<file path="src/rtl/fpmul_pkg.sv">
// fpmul_pkg: shared FP32 multiplier widths, flag indices and result word type
package fpmul_pkg;
    localparam int EXP_W = 8;
    localparam int FRAC_W = 23;
    localparam int FP32_W = 1 + EXP_W + FRAC_W;
    localparam int FLAG_UNF = 0;
    localparam int FLAG_OVF = 1;
    typedef struct packed {
        logic ovf;
        logic unf;
        logic [FP32_W-1:0] data;
    } fp32_result_t;
endpackage

</file>
<file path="src/rtl/fpmul_sat_cnt.sv">
// fpmul_sat_cnt: event counter that holds at its maximum value
module fpmul_sat_cnt #(
    parameter int CNT_W = 8
) (
    input  logic             clk,
    input  logic             rst,
    input  logic             inc,
    output logic [CNT_W-1:0] q
);
    logic [CNT_W-1:0] q_q, q_d;
    always_comb q_d = (inc && q_q != '1) ? q_q + CNT_W'(1) : q_q;
    always_ff @(posedge clk) q_q <= rst ? '0 : q_d;
    assign q = q_q;
endmodule

</file>
<file path="src/rtl/fpmul_result_buffer.sv">
// fpmul_result_buffer: fall-through FIFO for FP32 products with sticky flags and event counters
module fpmul_result_buffer
    import fpmul_pkg::*;
#(
    parameter int DEPTH = 4,
    parameter int CNT_W = 8,
    localparam int PW = $clog2(DEPTH)
) (
    input  logic              clk,
    input  logic              rst,
    input  logic              in_valid,
    output logic              in_ready,
    input  logic [FP32_W-1:0] in_data,
    input  logic              in_underflow,
    input  logic              in_overflow,
    output logic              out_valid,
    input  logic              out_ready,
    output logic [FP32_W-1:0] out_data,
    output logic [1:0]        out_flags,
    input  logic              flush,
    input  logic              clr_sticky,
    output logic              sticky_ovf,
    output logic              sticky_unf,
    output logic [CNT_W-1:0]  ovf_cnt,
    output logic [CNT_W-1:0]  unf_cnt,
    output logic [PW:0]       count
);
    logic [PW-1:0] wr_q, wr_d, rd_q, rd_d;
    logic [PW:0] count_q, count_d;
    logic sticky_ovf_q, sticky_ovf_d, sticky_unf_q, sticky_unf_d;
    logic push, pop;
    fp32_result_t mem_q [DEPTH];
    fp32_result_t mem_d [DEPTH];
    fp32_result_t head;
    always_comb begin
        in_ready = count_q != (PW+1)'(DEPTH);
        out_valid = count_q != '0;
        push = in_valid && in_ready;
        pop = out_valid && out_ready;
        head = out_valid ? mem_q[rd_q] : '0;
        out_data = head.data;
        out_flags = '0;
        out_flags[FLAG_OVF] = head.ovf;
        out_flags[FLAG_UNF] = head.unf;
        mem_d = mem_q;
        if (push) mem_d[wr_q] = '{ovf: in_overflow, unf: in_underflow, data: in_data};
        wr_d = flush ? '0 : wr_q + PW'(push);
        rd_d = flush ? '0 : rd_q + PW'(pop);
        count_d = flush ? '0 : count_q + (PW+1)'(push) - (PW+1)'(pop);
        // a flag raised this cycle beats a simultaneous clear
        sticky_ovf_d = (push && in_overflow) || (sticky_ovf_q && !clr_sticky);
        sticky_unf_d = (push && in_underflow) || (sticky_unf_q && !clr_sticky);
    end
    always_ff @(posedge clk) begin
        if (rst) begin
            wr_q <= '0;
            rd_q <= '0;
            count_q <= '0;
            sticky_ovf_q <= 1'b0;
            sticky_unf_q <= 1'b0;
        end else begin
            wr_q <= wr_d;
            rd_q <= rd_d;
            count_q <= count_d;
            sticky_ovf_q <= sticky_ovf_d;
            sticky_unf_q <= sticky_unf_d;
        end
    end
    always_ff @(posedge clk) mem_q <= mem_d;
    fpmul_sat_cnt #(.CNT_W(CNT_W)) u_ovf_cnt (
        .clk(clk), .rst(rst), .inc(push && in_overflow), .q(ovf_cnt)
    );
    fpmul_sat_cnt #(.CNT_W(CNT_W)) u_unf_cnt (
        .clk(clk), .rst(rst), .inc(push && in_underflow), .q(unf_cnt)
    );
    assign sticky_ovf = sticky_ovf_q;
    assign sticky_unf = sticky_unf_q;
    assign count = count_q;
endmodule

</file>
<file path="config.mk">
export PLATFORM = sky130hd
export DESIGN_NAME = fpmul_result_buffer
export DESIGN_NICKNAME = d
export VERILOG_FILES = /design/src/rtl/fpmul_pkg.sv /design/src/rtl/fpmul_sat_cnt.sv /design/src/rtl/fpmul_result_buffer.sv
export SDC_FILE = /design/constraint.sdc
export NUM_CORES = 1
export LEC_CHECK = 0
export CORE_UTILIZATION = 25
export CTS_BUF_LIST = sky130_fd_sc_hd__clkbuf_4 sky130_fd_sc_hd__clkbuf_8 sky130_fd_sc_hd__clkbuf_16
export DETAILED_ROUTE_END_ITERATION = 16
export PLACE_DENSITY = 0.49
export SLEW_MARGIN = 0
export SYNTH_ARGS = -nofsm -noshare
export SYNTH_HDL_FRONTEND = slang
export SYNTH_SLANG_ARGS = --single-unit
export TNS_END_PERCENT = 1
</file>
<file path="constraint.sdc">
create_clock -name clk -period 7.1 [get_ports clk]
set_clock_uncertainty 0.1 [all_clocks]
set_input_delay 2.13 -clock clk [delete_from_list [all_inputs] [get_ports clk]]
set_output_delay 2.13 -clock clk [all_outputs]
set_load 0.05 [all_outputs]
</file>
==> results.cfg, run 1 <==
[clocking]
clockBufferDepth = 2
clock_latency_ps = 410
clk_pin_slew_ps = 60
htree_num_levels = 4
cts_repair_resize_count = 0
cts_root_buf = clkbuf_16
cts_hold_buf = 0
cts_tree = built
clock_sinks = 161
cts-buffers-inserted = 17
post-cts-setup-buffers = 0

[final_layout]
n_antenna_cell = 0
drive_gt1_share_pct = 17.8
final_nets = 505
syn_to_final_growth_pct = 29.7

[synthesis]
ys_top_cells_by_area = edfxtp_1 (64%), mux4_2 (12%), dfxtp_1 (7.8%)
synth_cell_types = 43
netlist.area_leader.share_pct = 64.0
synth_warnings = 0
async_flop_share_pct = 0
ys_seq_area_share_pct = 71.9
synthTopCellsByCount = edfxtp_1 (136), and2_1 (39), mux4_2 (34), dfxtp_1 (25), a21oi_1 (14)
yosysMostFrequentCell = edfxtp_1
yosys_most_used_dff = edfxtp_1
syn_area_mm2 = 0.00638
synth_edf_count = 136
syn_inst = 361
synth.avg_cell_area_um2 = 17.7
synth_top_cell_by_area = edfxtp_1
synth_fp_nets = 406
yosys_register_bits = 161

[worst_setup_path]
start_kind = flip-flop
ff2ff_setup_slack_ps = 4450
reg2reg_from = count[1]
crit_chain = mux4_2 > and2_1 > clkdlybuf4s50_1
worst-path-max-fanout = 35
cp_slowest_cell = dfxtp_2
startpoint = rd_q[1]
slowest_delay_ps = 1030
crit_type = flip-flop to primary output
arrival_ps = 2810
critPathCaptureType = primary output
crit_required_ps = 4870

[timing]
finalCritPeriodShare_pct = 71.0
tightestPinTransition_ps = 1050
max-slew-margin-rel_pct = 29.8
fin_crit_ps = 5040
maxSlewViolCount = 0
tns_ps = 0
clock.fmax_ghz = 0.198
finalHoldViolCount = 0
rsz0062_at_grt = false
holdWs_ps = 374
setup_viol = 0

[global_routing]
grt_pass1_vias = 3744
grt_pass1_wl_um = 21400
overflow = 0
grt_max_degree = 38
grtUsageTotal_pct = 11.1
antenna_found_initial = 2

[route]
drt-total-wl_um = 13600
first_pass_iters = 4
viasPerCell = 4.35
antenna_left = 0
wl_per_cell_um = 17.0
drt_iter0_drc = 145
drc_errors = 0
routed-via-count = 3496

[place]
dp_hpwl_um = 8190
place.gp.congestion = 0.792
buffer_ports.inserted = 96

[pwr]
power.leakage_nw = 2.60
irDropWorstVdd_uv = 150
power_per_cell_area_mw_per_mm2 = 267
fin_total_pwr_mw = 2.21

[die]
dieHeight_um = 162
die_w_um = 162
rows = 58
initial_core_util_pct = 25.4
die_area_mm2 = 0.0262
core_area_mm2 = 0.0251
ioPinCount = 97

[flow_run]
max_cap_violations = 0

[outcome]
status = finished clean

[hold_path]
hold_start = sticky_unf
hp-class = flip-flop to flip-flop
-- cell families after synthesis --
| family | after synthesis | share of synthesized area, % |
|---|---|---|
| flops | 161 | 71.9 |
| buf+inv | 27 | 2.14 |
| simple gates | 98 | 9.06 |
| mux | 35 | 12.2 |
| fa+ha+maj | 5 | 1.10 |
| xor+xnor | 6 | 0.824 |
| compound gates | 29 | 2.81 |
-- worst max-delay path, delay by kind of cell, from the launching register on --
family        cells  cell delay, ps
simple gates      1             180
flops             1            1030
mux               1             360
buf+inv           1             820
-- where the power goes --
part           internal [mW]  switching [mW]
Clock                  0.494           0.390
Combinational         0.0996           0.157
Sequential              1.05          0.0136
Total                   1.65           0.561
-- area by class of cell --
| type | instances | area [um^2] |
|---|---|---|
| well taps | 330 | 413 |
| repair buffers | 100 | 991 |
| multi-input cells | 173 | 1680 |
| fillers | 2470 | 16800 |
| clock inverters | 15 | 149 |
| clock buffers | 17 | 425 |
| flip-flops and latches | 161 | 4590 |
| inverters | 7 | 26.3 |
-- layout by cell type, fill, tap and decap left out, types with 7 or more instances in the layout --
cell type,n
inv_1,7
clkbuf_16,17
edfxtp_1,136
and2_1,39
a21oi_1,14
clkdlybuf4s50_1,96
mux4_2,34
nor2_1,10
nand2_1,10
dfxtp_1,23
-- per-stage QoR --
stage	setup WS (ps)	utilization, %	cell area, um^2	cells
final	2060	32.9	8270	803
after global routing	1870	32.9	8270	803
after CTS	1960	32.9	8270	803
after detailed placement	2410	30.7	7700	771
after global placement	2420	30.7	7700	771
after floorplan	1510	-	6380	361
-- layer usage --
| metal | up-vias | GRT usage, % | part of all wire, % |
|---|---|---|---|
| li1 | 1613 | - | - |
| met4 | 4 | 3.09 | 0.82 |
| met2 | 99 | 18.4 | 48 |
| met3 | 14 | 4.32 | 6.7 |
| met5 | - | 0 | 0.20 |
| met1 | 1766 | 13.5 | 44 |
-- flip-flops by register name, summed over array words and instances, names as in the netlist --
signal,flops
wr_q,2
u_ovf_cnt.q,8
mem_q,136
sticky_ovf,1
rd_q,2
sticky_unf,1
u_unf_cnt.q,8
count,3
-- worst paths after layout --
| check | end | cells past startpoint |
|---|---|---|
| hold reg to reg | sticky_unf | 2 |
| setup / recovery | out_data[1] | 3 |
| setup reg to reg | count[2] | 8 |
| hold / removal | sticky_unf | 2 |
Power figures use the tool's default switching activity.
==> run 2, diff against run 1 <==
- clock period: 7.1 -> 4.7 ns (I/O delays scaled with it)
==> run 2 against run 1 <==
- die area unchanged
- register-to-register slack got worse by 2200 ps
- hold slack improved by 1.2 ps
- clock power increased by 55%
- combinational power increased by 53%
- sequential share of layout area decreased by 0.70 points
- critical path type unchanged
==> results.cfg, run 2 (synthesis results as in run 1) <==
[final_layout]
largest_register_ffs = 136
final_nets = 509
syn_to_final_growth_pct = 31.4
regMostFlops = mem_q
final_common_cell = edfxtp_1
final_cell_area_mm2 = 0.00838
drive_gt1_share_pct = 17.5
final_cell_mix = edfxtp_1 (136), clkdlybuf4s50_1 (96), and2_1 (39), mux4_2 (34), dfxtp_1 (23)

[clocking]
clockBufferDepth = 2
clock_latency_ps = 420
cts-buffers-inserted = 17
clk_pin_slew_ps = 60
post-cts-setup-buffers = 0
cts_root_buf = clkbuf_16
cts_repair_resize_count = 0
cts_hold_buf = 0
clock_sinks = 161
cts_tree = built
htree_num_levels = 4

[hold_path]
hold_start = sticky_ovf
holdPathEnd = sticky_ovf
hp-class = flip-flop to flip-flop
min_path_cells = 2

[worst_setup_path]
start_kind = flip-flop
cp_slowest_cell = clkdlybuf4s50_1
critPathCaptureType = primary output
crit_chain = buf_12 > mux4_2 > and2_1 > clkdlybuf4s50_1
r2r_end = count[2]
ff2ff_setup_slack_ps = 2260
worst-path-max-fanout = 19
crit_type = flip-flop to primary output
reg2reg_from = count[2]
arrival_ps = 2700
crit_required_ps = 3190
reg2regPathDepth = 8
slowest_delay_ps = 690

[global_routing]
grt_pass1_vias = 3809
overflow = 0
grt_pass1_wl_um = 21600
antenna_found_initial = 1
grt_max_degree = 38
grtUsageTotal_pct = 11.1

[outcome]
status = finished clean

[route]
first_pass_iters = 4
met3_length_um = 736
wl_met2_um = 6730
routed.top_layer = met4
antenna_left = 0
drt-met1-wl_um = 5860
wl_per_cell_um = 16.8
routed-via-count = 3511
drc_errors = 0
viasPerCell = 4.36
drt-total-wl_um = 13500
drt_iter0_drc = 191

[die]
rows = 58
core_area_mm2 = 0.0251
die_w_um = 162
die_area_mm2 = 0.0262
dieHeight_um = 162
initial_core_util_pct = 25.4
ioPinCount = 97

[timing]
rsz0062_at_grt = false
fin_crit_ps = 4210
setup_viol = 0
tns_ps = 0
finalCritPeriodShare_pct = 89.6
maxSlewViolCount = 0
clock.fmax_ghz = 0.237
finalHoldViolCount = 0
tightestPinTransition_ps = 904
max-slew-margin-rel_pct = 39.3

[pwr]
power_per_cell_area_mw_per_mm2 = 403
power.leakage_nw = 2.64
irDropWorstVdd_uv = 206

[place]
place.gp.congestion = 0.776
place_area_mm2 = 0.00780
buffer_ports.inserted = 96
dp_hpwl_um = 8590

[flow_run]
max_cap_violations = 0
[run 2: cell types whose count changed in the layout (fill, tap and decap cells not counted), moves of 2 or more]
cell       change
clkinv_1       +2
inv_8          -4
buf_12         +5
clkbuf_4       +2
inv_6          -2
bufinv_16      +2
[run 2: final cells by class]
cell class	instances	area, um^2
sequential	161	4590
timing repair buffer	104	1080
inverter	7	26.3
clock inverter	11	140
multi-input combinational	173	1680
antenna	1	2.50
fill	2468	16700
tap	330	413
clock buffer	19	440
[run 2: metal layers]
metal / track usage, % / up-vias
met3: 3.83 / 13
met1: 13.0 / 1786
met4: 4.25 / 0
met5: 0 / -
li1: - / 1619
met2: 18.7 / 93
[run 2: critical path, delay by kind of cell, from the launching register on]
| kind | cells | cell delay, ps |
|---|---|---|
| and+or+nand+nor | 1 | 170 |
| buffers and inverters | 2 | 950 |
| muxes | 1 | 530 |
| DFF | 1 | 610 |
[run 2: through the flow]
step	hold WS [ps]	util [%]	std cells	power, mW	worst slack [ps]
4_1_cts	385	33.4	805	3.43	415
3_5_place_dp	367	31.0	775	2.04	884
2_1_floorplan	452	-	361	1.88	943
3_3_place_gp	369	31.0	775	2.04	875
6_report	376	33.4	806	3.37	488
5_1_grt	408	33.4	805	3.49	346
[run 2: where the power goes]
group	switching, mW	total, mW	internal (mW)
logic	0.239	0.394	0.155
registers	0.0171	1.61	1.59
clock network	0.534	1.37	0.837
total	0.790	3.37	2.58
[run 2: worst max path at each step]
stage / from / end
2_1_floorplan: in_valid / mem_q[100]
3_3_place_gp: rd_q[0] / out_data[2]
3_5_place_dp: rd_q[0] / out_data[15]
4_1_cts: rd_q[0] / out_data[21]
5_1_grt: rd_q[0] / out_data[21]
6_report: rd_q[0] / out_data[21]
==> run 3, diff against run 2 <==
- PLACE_DENSITY: 0.49 -> 0.52
==> run 3 against run 2 <==
- non-clock buffer count shrank 1
- register-to-register slack got worse by 210 ps
- hold slack better by 2.0 ps
- first-iteration DRC count fell by 48%
- clock power about the same
- critical path type unchanged
==> results.cfg, run 3 (synthesis results as in run 1) <==
[outcome]
status = finished clean

[worst_setup_path]
crit_required_ps = 3190
crit_type = flip-flop to primary output
r2r_end = count[2]
arrival_ps = 2680
ff2ff_setup_slack_ps = 2050
critPathCaptureType = primary output
reg2reg_from = count[1]
reg2regPathDepth = 8
worst-path-max-fanout = 20
start_kind = flip-flop

[clocking]
post-cts-setup-buffers = 0
cts_tree = built
cts_hold_buf = 0
cts_root_buf = clkbuf_16
clock_sinks = 161
cts-buffers-inserted = 17
cts_repair_resize_count = 0
clock_latency_ps = 410
htree_num_levels = 4
clockBufferDepth = 2
clk_pin_slew_ps = 60

[hold_path]
min_path_cells = 2
holdPathEnd = sticky_unf
hp-class = flip-flop to flip-flop
hold_start = sticky_unf

[pwr]
p_comb_share_pct = 11.8
power.net_switching_mw = 0.820
power.leakage_nw = 2.63
seqPwrFrac_pct = 47.9
irDropWorstVdd_uv = 194
internal_power_mw = 2.53
power_per_cell_area_mw_per_mm2 = 401
clockPowerShare_pct = 40.3
switching_share_pct = 24.5

[timing]
setup_viol = 0
tightestPinTransition_ps = 901
holdWs_ps = 377
max-slew-margin-rel_pct = 39.4
fin_crit_ps = 4190
finalHoldViolCount = 0
rsz0062_at_grt = false
tns_ps = 0
fin_ws_ps = 505
finalCritPeriodShare_pct = 89.2
clock.fmax_ghz = 0.238
maxSlewViolCount = 0

[die]
initial_core_util_pct = 25.4
core_area_mm2 = 0.0251
dieHeight_um = 162
die_w_um = 162
ioPinCount = 97
rows = 58
die_area_mm2 = 0.0262

[place]
dpl_worst_slack_ps = 888
place_area_mm2 = 0.00778
buffer_ports.inserted = 96
place.gp.congestion = 0.726
dp_hpwl_um = 8330

[final_layout]
nFillCells = 2450
final_cell_area_mm2 = 0.00836
final_nets = 508
largest_register_ffs = 136
final_common_cell = edfxtp_1
syn_to_final_growth_pct = 31.1
drive_gt1_share_pct = 18.3
regMostFlops = mem_q
final_cell_mix = edfxtp_1 (136), clkdlybuf4s50_1 (96), and2_1 (39), mux4_2 (34), dfxtp_1 (23)
n_antenna_cell = 0

[route]
drc_errors = 0
antenna_left = 0
first_pass_iters = 4
viasPerCell = 4.31
routed-via-count = 3474
drt-total-wl_um = 13400
drt_iter0_drc = 100
wl_per_cell_um = 16.6

[global_routing]
grt_pass1_wl_um = 20600
grt_pass1_vias = 3715
antenna_found_initial = 0
grtUsageTotal_pct = 10.7
grt_max_degree = 38
overflow = 0

[flow_run]
max_cap_violations = 0
run 3: cell count changes in the layout (fill, tap and decap cells not counted), sizes merged:
cell,change
inv,+4
clkbuf,-2
buf,-1
bufinv,-1
clkinvlp,+1
diode,-1
run 3: worst max path at each step:
stage / start / end / slack, ps / cells after the start
after floorplan: in_valid / mem_q[100] / 940 / 4
after global placement: rd_q[0] / out_data[11] / 890 / 4
after detailed placement: rd_q[0] / out_data[11] / 890 / 4
after CTS: rd_q[0] / out_data[11] / 440 / 4
after global routing: rd_q[0] / out_data[11] / 350 / 4
final: rd_q[0] / out_data[11] / 510 / 4
run 3: worst max-delay path: stages (launching register included):
cell	delay [ps]
dfxtp_4	570
buf_12	270
mux4_2	510
and2_1	190
clkdlybuf4s50_1	700
run 3: per-stage QoR:
stage	util (%)	cells	total power [mW]
2_1_floorplan	-	361	1.88
3_3_place_gp	31.0	774	2.03
3_5_place_dp	31.0	774	2.04
4_1_cts	33.3	806	3.40
5_1_grt	33.3	806	3.48
6_report	33.3	806	3.35
run 3: final cells by class:
type / instances / area, um^2 / area share, %
sequential: 161 / 4590 / 54.9
multi-input combinational: 173 / 1690 / 20.2
timing repair buffer: 103 / 1060 / 12.7
clock buffer: 17 / 425 / 5.09
tap: 330 / 413 / 4.94
clock inverter: 15 / 155 / 1.86
inverter: 7 / 26.3 / 0.314
run 3: power by group through the flow:
stage	sequential (mW)	combinational [mW]	clock, mW
4_1_cts	1.61	0.404	1.39
3_3_place_gp	1.64	0.398	0
5_1_grt	1.61	0.421	1.44
6_report	1.61	0.395	1.35
2_1_floorplan	1.65	0.231	0
3_5_place_dp	1.64	0.403	0
run 3: routing by layer:
| layer | wire (um) | track usage [%] | vias up |
|---|---|---|---|
| met1 | 5730 | 12.5 | 1770 |
| met3 | 808 | 3.98 | 10 |
| met5 | 0 | 0 | - |
| met4 | 118 | 3.09 | 0 |
| met2 | 6710 | 18.2 | 83 |
| li1 | - | - | 1611 |
